## config.mk

```make
export PLATFORM = sky130hd
export DESIGN_NAME = seg_scan
export DESIGN_NICKNAME = d
export VERILOG_FILES = /design/src/rtl/seg_pkg.sv /design/src/rtl/seg_decode.sv /design/src/rtl/seg_scan.sv
export SDC_FILE = /design/constraint.sdc
export NUM_CORES = 1
export LEC_CHECK = 0
export CAP_MARGIN = 20
export CORE_MARGIN = 2
export CORE_UTILIZATION = 35
export CTS_CLUSTER_SIZE = 28
export DETAILED_ROUTE_END_ITERATION = 8
export PLACE_DENSITY_LB_ADDON = 0.2
export SLEW_MARGIN = 20
export SYNTH_ARGS = -nofsm -noshare
export SYNTH_HDL_FRONTEND = slang
export SYNTH_SLANG_ARGS = --single-unit
```

## constraint.sdc

```tcl
create_clock -name clk -period 2.9 [get_ports clk]
set_input_delay 0.725 -clock clk [delete_from_list [all_inputs] [get_ports clk]]
set_output_delay 0.725 -clock clk [all_outputs]
set_load 0.05 [all_outputs]
```

## src/rtl/seg_pkg.sv

```systemverilog
// Shared constants for the seven-segment scanner: segment table, register
// field positions and default timing.
package seg_pkg;

  localparam int DEF_CLK_DIV   = 100000;
  localparam int DEF_BLANK_CYC = 1000;

  localparam int F_HEX_LSB = 0;
  localparam int F_EN_LSB  = 16;
  localparam int F_DP_LSB  = 20;
  localparam int F_LZS_BIT = 24;
  localparam int REG_W     = F_LZS_BIT + 1;

  // Display register image, packed to match wr_data[24:0].
  typedef struct packed {
    logic        lzs;
    logic [3:0]  dp;
    logic [3:0]  en;
    logic [15:0] hex;
  } disp_reg_t;

  // Active-low g..a patterns, entry F first so SEG_LUT[n] decodes nibble n.
  localparam logic [15:0][6:0] SEG_LUT = {
    7'b0001110, 7'b0000110, 7'b0100001, 7'b1000110,
    7'b0000011, 7'b0001000, 7'b0010000, 7'b0000000,
    7'b1111000, 7'b0000010, 7'b0010010, 7'b0011001,
    7'b0110000, 7'b0100100, 7'b1111001, 7'b1000000
  };

endpackage

```

## src/rtl/seg_decode.sv

```systemverilog
// Combinational hex nibble to active-low seven-segment pattern.
module seg_decode
  import seg_pkg::*;
(
  input  logic [3:0] nib,
  output logic [6:0] seg
);

  assign seg = SEG_LUT[nib];

endmodule

```

## src/rtl/seg_scan.sv

```systemverilog
// Four-digit multiplexed seven-segment scanner with a shadow register that
// is committed only at frame boundaries so a frame never shows mixed values.
module seg_scan
  import seg_pkg::*;
#(
  parameter int CLK_DIV   = DEF_CLK_DIV,
  parameter int BLANK_CYC = DEF_BLANK_CYC
) (
  input  logic        clk,
  input  logic        reset_n,
  input  logic        wr_en,
  input  logic [31:0] wr_data,
  output logic [31:0] rd_data,
  output logic [3:0]  AN,
  output logic [7:0]  BCD,
  output logic        frame_tick
);

  localparam int            PW        = (CLK_DIV > 1) ? $clog2(CLK_DIV) : 1;
  localparam logic [PW-1:0] PS_LAST   = PW'(CLK_DIV - 1);
  localparam logic [PW-1:0] BLANK_END = PW'(BLANK_CYC);

  // True when every nibble from the current digit upward is zero.
  function automatic logic hi_zero(input logic [15:0] hex, input logic [1:0] dig);
    logic z;
    case (dig)
      2'd3:    z = (hex[15:12] == 4'h0);
      2'd2:    z = (hex[15:8] == 8'h00);
      2'd1:    z = (hex[15:4] == 12'h000);
      default: z = 1'b0;
    endcase
    return z;
  endfunction

  logic [PW-1:0] ps_p0;
  logic [1:0]    dig_p0;
  logic          wrap_p0;
  logic          frame_end_p0;
  logic          blank_p0;

  disp_reg_t shadow, active;
  disp_reg_t shd_wr, shd_nxt, act_nxt;
  logic      pending, pend_nxt;

  logic [3:0] nib_p0;
  logic [6:0] seg7_p0;
  logic       suppress_p0;
  logic [3:0] an_nxt;
  logic [7:0] bcd_nxt;

  logic [3:0] an_p1;
  logic [7:0] bcd_p1;
  logic       tick_p1;

  logic unused_hi;
  assign unused_hi = ^wr_data[31:REG_W];

  // ---- stage p0: prescaler and digit index ----
  assign wrap_p0      = (ps_p0 == PS_LAST);
  assign frame_end_p0 = wrap_p0 && (dig_p0 == 2'd3);
  assign blank_p0     = (ps_p0 < BLANK_END);

  always_ff @(posedge clk or negedge reset_n) begin
    if (!reset_n) begin
      ps_p0  <= '0;
      dig_p0 <= 2'd0;
    end else if (wrap_p0) begin
      ps_p0  <= '0;
      dig_p0 <= dig_p0 + 2'd1;
    end else begin
      ps_p0  <= ps_p0 + PW'(1);
    end
  end

  // Commit happens on the frame_tick cycle; a write landing on that same
  // cycle goes straight through to the active register.
  assign shd_wr = '{lzs: wr_data[F_LZS_BIT],
                    dp:  wr_data[F_DP_LSB +: 4],
                    en:  wr_data[F_EN_LSB +: 4],
                    hex: wr_data[F_HEX_LSB +: 16]};

  always_comb begin
    shd_nxt  = shadow;
    act_nxt  = active;
    pend_nxt = pending;
    if (wr_en) begin
      shd_nxt  = shd_wr;
      pend_nxt = 1'b1;
    end
    if (tick_p1 && pend_nxt) begin
      act_nxt  = shd_nxt;
      pend_nxt = 1'b0;
    end
  end

  always_ff @(posedge clk or negedge reset_n) begin
    if (!reset_n) begin
      shadow  <= '0;
      active  <= '0;
      pending <= 1'b0;
    end else begin
      shadow  <= shd_nxt;
      active  <= act_nxt;
      pending <= pend_nxt;
    end
  end

  assign rd_data = {{(32 - REG_W){1'b0}}, shadow};

  // Decode from act_nxt so even a zero-length blank window shows the
  // freshly committed frame on digit 0.
  assign nib_p0      = act_nxt.hex[{dig_p0, 2'b00} +: 4];
  assign suppress_p0 = act_nxt.lzs && hi_zero(act_nxt.hex, dig_p0);

  seg_decode u_decode (
    .nib (nib_p0),
    .seg (seg7_p0)
  );

  always_comb begin
    an_nxt  = 4'hF;
    bcd_nxt = 8'hFF;
    if (!blank_p0) begin
      if (act_nxt.en[dig_p0]) begin
        an_nxt = ~(4'b0001 << dig_p0);
      end
      if (!suppress_p0) begin
        bcd_nxt = {~act_nxt.dp[dig_p0], seg7_p0};
      end
    end
  end

  // ---- stage p1: glitch-free pin registers ----
  always_ff @(posedge clk or negedge reset_n) begin
    if (!reset_n) begin
      an_p1   <= 4'hF;
      bcd_p1  <= 8'hFF;
      tick_p1 <= 1'b0;
    end else begin
      an_p1   <= an_nxt;
      bcd_p1  <= bcd_nxt;
      tick_p1 <= frame_end_p0;
    end
  end

  assign AN         = an_p1;
  assign BCD        = bcd_p1;
  assign frame_tick = tick_p1;

endmodule

```

After elaboration in Yosys (flattened, before gate mapping)
Memories as Yosys holds them, arrays and structs flattened.
Index checks and enable logic that the tools add are counted.
- bits in read-only memories: 112
- logic and storage cells: 49
- output and inout port bits: 45
- memories: 1
- bits in registers: 83
- input bits: 35
- order comparisons: 3
- eq/ne operators: 4
- $add $sub $neg: 2
- shift operators: 2
- mux-type cells: 15
- bitwise gates (word level): 2
- reduce and logical (&&, ||, !) cells: 6
- memories (memory ; depth ; width ; rd ports ; clocked after Yosys merged registers in ; wr ports ; line ; RTL):
    (no name shown) ; 16 ; 7 ; 1 ; 0 ; 0 ; seg_decode.sv:9 ; assign seg = SEG_LUT[nib];
- operators with widths (operator ; count):
    25-bit 2-to-1 mux ; 2
    17-bit by 1-bit adder with 17-bit output (second input constant) ; 1
    17-bit == test (second input constant) ; 1
    17-bit by 10-bit < comparator with 1-bit output (second input constant) ; 1
    17-bit 2-to-1 mux ; 1
    8-bit 2-to-1 mux ; 2
    16-bit by 5-bit variable part select with 4-bit output ; 1
    12-bit logical NOT ; 1
    8-bit logical NOT ; 1
    4-bit 2-to-1 mux ; 2
    7-bit 2-to-1 mux ; 1
    4-bit by 5-bit < comparator with 1-bit output (second input constant) ; 1
    1-bit binary-select mux with 2-bit select ; 2
    2-bit == test (second input constant) ; 2
    4-bit logical NOT ; 1
    1-bit 2-to-1 mux ; 4
    4-bit NOT ; 1
    1-bit by 2-bit << shifter with 4-bit output (first input constant) ; 1
    1-bit logical AND ; 3
    2-bit by 3-bit < comparator with 1-bit output (second input constant) ; 1
    1-bit one-hot mux with 3 select lines ; 1
    2-bit by 1-bit adder with 2-bit output (second input constant) ; 1
    2-bit by 1-bit == test with 1-bit output (second input constant) ; 1
    1-bit NOT ; 1

Logic depth before layout (Yosys ltp)
- depth in word-level cells: 8
- gate-level depth with buffers: 13
- gate-level depth less buffers: 11

Hierarchy
Synthesis repeated with hierarchy kept, for this count alone.
- cell total of the unflattened synthesis: 343
- area total of the unflattened synthesis: 4065.1 sq um
- by module, submodules not included (module ; sequential area each (sq um) ; area each (sq um) ; instances ; cells an instance):
    seg_scan ; 2092.0 ; 3789.9 ; 1 ; 311
    seg_decode ; 0.0 ; 275.3 ; 1 ; 32

Worst setup path after synthesis
OpenSTA, ideal clock, no wires.
- kind: input-to-reg
- start point: input wr_en
- end point: register bcd_p1[3] (netlist: BCD[3])
- arrival: 2777 ps
- setup time: 69 ps
- path slack: 54 ps
- data required time: 2831 ps
- buffers on the path: 1
- cell stages on the path: 9
- cells stage by stage: buf_6 mux2_4 mux2_4 and3_1 or4_4 inv_1 ha_1 o211a_1 o21ai_2
- RTL lines (element ; line ; RTL):
    from (decl) ; seg_scan.sv:11 ; input logic wr_en,
    to (signal assigned) ; seg_scan.sv:141 ; bcd_p1 <= bcd_nxt;
    to (decl) ; seg_scan.sv:52 ; logic [7:0] bcd_p1;

==> results.json <==
{
  "synth_top_area_cell": "dfrtp_1",
  "area_growth_pct": 34.45,
  "antenna_cells": 0,
  "die_x_um": 110.3,
  "powerDensity_nw_per_um2": 545.4,
  "first_pass_iters": 4,
  "synthTopCellsByArea": "dfrtp_1 (45%), dfstp_2 (8.0%), mux2_2 (6.8%), o22ai_1 (5.2%), ha_1 (3.8%)",
  "synth_edf_count": 0,
  "max-slew-margin-rel_pct": 66.72,
  "numCtsBuffers": 9,
  "dp.cells": 571,
  "mostFrequentLayoutCells": "dfrtp_1 (71), clkdlybuf4s50_1 (63), buf_4 (41)",
  "antenna_found_initial": 0,
  "stdcell_count": 587,
  "fin_skew_ns": 0.007715,
  "start_util_pct": 36.13,
  "cts_tree": "yes",
  "cts_hold_buf": 0,
  "post_cts_buffers": 0,
  "end_kind": "flop",
  "routed_wl_um": 9159,
  "num_rows": 38,
  "finalHoldViolCount": 0,
  "rrSetupSlack_ns": 0.27,
  "io_buffers": 65,
  "timing.critical_path.buf_inv": 2,
  "die_y_um": 110.3,
  "fillers": 1030,
  "worstPathCellList": "clkdlybuf4s50_1 -> mux2_4 -> mux2_4 -> and3_1 -> or4_4 -> inv_2 -> ha_1 -> o211a_1 -> o21ai_2",
  "cp_data_arrival_time_ns": 3.11,
  "clk_latency_ns": 0.33,
  "drc": 0,
  "final_nets": 489,
  "finalSetupTns_ns": 0,
  "final_area_um2": 5313,
  "wire_per_inst_um": 15.60,
  "critical_path.top_delay_family": "simple AND/OR/NAND/NOR gates",
  "drive_above_1_share_pct": 25.28,
  "post_dp_cell_area_um2": 4966,
  "timing.final.crit_share_pct": 97.88,
  "synth_cell_types": 49,
  "place_congestion": 0.7789,
  "postSynthAreaPerCell_um2": 11.59,
  "final_core_util_pct": 48.58,
  "dieArea_um2": 12160,
  "syn_inst": 341,
  "hold_path.class": "in -> async",
  "synth_top_family_by_area": "compound AO/OA/AOI/OAI gates",
  "io_pins": 80,
  "grt_max_degree": 49,
  "worst_path_largest_cell_delay_ns": 0.51,
  "synth_ff_type": "dfrtp_1",
  "critPathKind": "in -> reg",
  "crit_top_cell": "mux2_4",
  "core-area_um2": 10940,
  "yosys.area_share.simple_pct": 9.658,
  "dpl_worst_slack_ns": -0.5872,
  "gr-usage-all-layers_pct": 16.19,
  "finalSetupViolCount": 0,
  "yosys.area_share.adder_pct": 3.800,
  "cts.sinks": 83,
  "fin_ws_ns": 0.06138,
  "drtIter0Drc": 134,
  "htreeDepth": 3,
  "via_per_inst": 5.029,
  "grt_pass1_wl_um": 14950,
  "drtAntennaViolNets": 0,
  "clk_path_buf_depth": 2,
  "ys_seq_area_share_pct": 52.94,
  "grt_pass1_vias": 2979,
  "final_common_cell": "dfrtp_1",
  "vdd_drop_max_v": 0.0002929,
  "clk_pin_slew_worst_paths_ns": 0.06,
  "fin_crit_ns": 2.839,
  "syn_area_um2": 3951,
  "muxShareOfSynthArea_pct": 11.84,
  "root_buffer": "clkbuf_16",
  "rsz0062_at_grt": "no",
  "worst_slew_pin_slew_ns": 0.4866,
  "max-cap-violations": 0,
  "fmax_ghz": 0.3523,
  "leakage_nw": 2.346,
  "vias": 2952,
  "ys_warn_count": 0,
  "synth_top_area_share_pct": 44.97,
  "synth-compound-area-share_pct": 13.08,
  "crit_path_top_delay_cell": "or4_4",
  "ys_ff_latch": 83,
  "synthArstFlopShare_pct": 100.0,
  "synthXorXnorAreaFrac_pct": 3.325,
  "grt_overflow": 0,
  "startpoint_type": "primary input",
  "status": "finished clean",
  "hpwl_um": 6778,
  "worstPathRequired_ns": 3.17,
  "drv_slew": 0,
  "cp_max_fo": 4
}
## final timing paths
check | startpoint | end | cells past startpoint
worst max register to register | pending | BCD[3] | 9
min in group clk | ps_p0[0] | ps_p0[0] | 1
worst min-delay path | reset_n | rd_data[6] | 1
worst min register to register | ps_p0[0] | ps_p0[0] | 1
max in group asynchronous | reset_n | AN[0] | 2
worst max-delay path | wr_data[0] | BCD[3] | 9
## cell type report
| type | instances | area, um^2 | share of cell area (%) |
|---|---|---|---|
| flip-flops and latches | 83 | 2092 | 39.38 |
| clock inverters | 6 | 112.6 | 2.120 |
| multi-input cells | 227 | 1674 | 31.51 |
| well taps | 140 | 175.2 | 3.297 |
| repair buffers | 106 | 963.4 | 18.13 |
| inverters | 15 | 56.30 | 1.060 |
| clock buffers | 10 | 239.0 | 4.498 |
## timing repair
action / 4_1_cts / 5_1_grt
endpoints found under the setup margin: 7 / 2
cloned: 0 / 0
gates resized for setup: 1 / 3
## synthesized netlist by cell type (2+ instances only)
cell and number:
and3_1 7, buf_1 2, o211ai_1 2, nand3_1 10
mux2i_1 4, mux2_4 3, clkbuf_1 3, o21ai_1 2
inv_1 12, nand2_2 2, a2111oi_0 2, o21ai_2 3
o21ai_0 7, xor2_1 7, dfstp_2 12, o22ai_1 33
mux4_2 5, nor2_1 19, o221ai_1 2, clkinv_1 2
dfrtp_1 71, xnor2_1 8, buf_4 9, nand2b_1 2
nor3_1 2, ha_1 12, o22a_1 4, buf_2 4
a21oi_1 18, buf_6 4, nand2_1 22, nor4_1 5
mux2_2 24, o2111ai_1 2
## metrics by stage
stage	power [mW]	hold WS (ns)
after floorplan	1.443	0.4294
after global routing	3.004	0.3901
after CTS	2.938	0.3619
after detailed placement	1.597	0.4787
after global placement	1.595	0.4729
final	2.897	0.3543
## power by group
part           internal (mW)  switching (mW)
Sequential              1.19          0.0273
Combinational          0.131           0.220
Clock                  0.866           0.459
## worst register-to-register path, delay by kind of cell (launching register included)
family	cells	cell delay [ns]
flops	1	0.56
simple gates	3	0.74
fa+ha+maj	1	0.24
compound gates	3	0.71
buf+inv	2	0.31
## routing by layer
metal,GRT usage [%],vias to the layer above,wire length (um)
li1,-,1419,-
met2,26.56,52,4438
met4,6.161,0,143
met3,2.587,12,335
met1,21.59,1469,4243
met5,0,-,0
## sequential cells by signal, summed over array words and instances, names as in the netlist
signal and count:
AN 4, BCD 8, active 25, dig_p0 2, frame_tick 1, pending 1, ps_p0 17, rd_data 25
## cell families after synthesis
| group | after synthesis |
|---|---|
| adders and majority gates | 12 |
| muxes | 36 |
| DFF | 83 |
| buffers and inverters | 37 |
| xor gates and xnor gates | 15 |
| other | 1 |
| AOI/OAI and AO/OA | 79 |
| and+or+nand+nor | 78 |
Note: power is estimated with default switching activity, not from simulation.
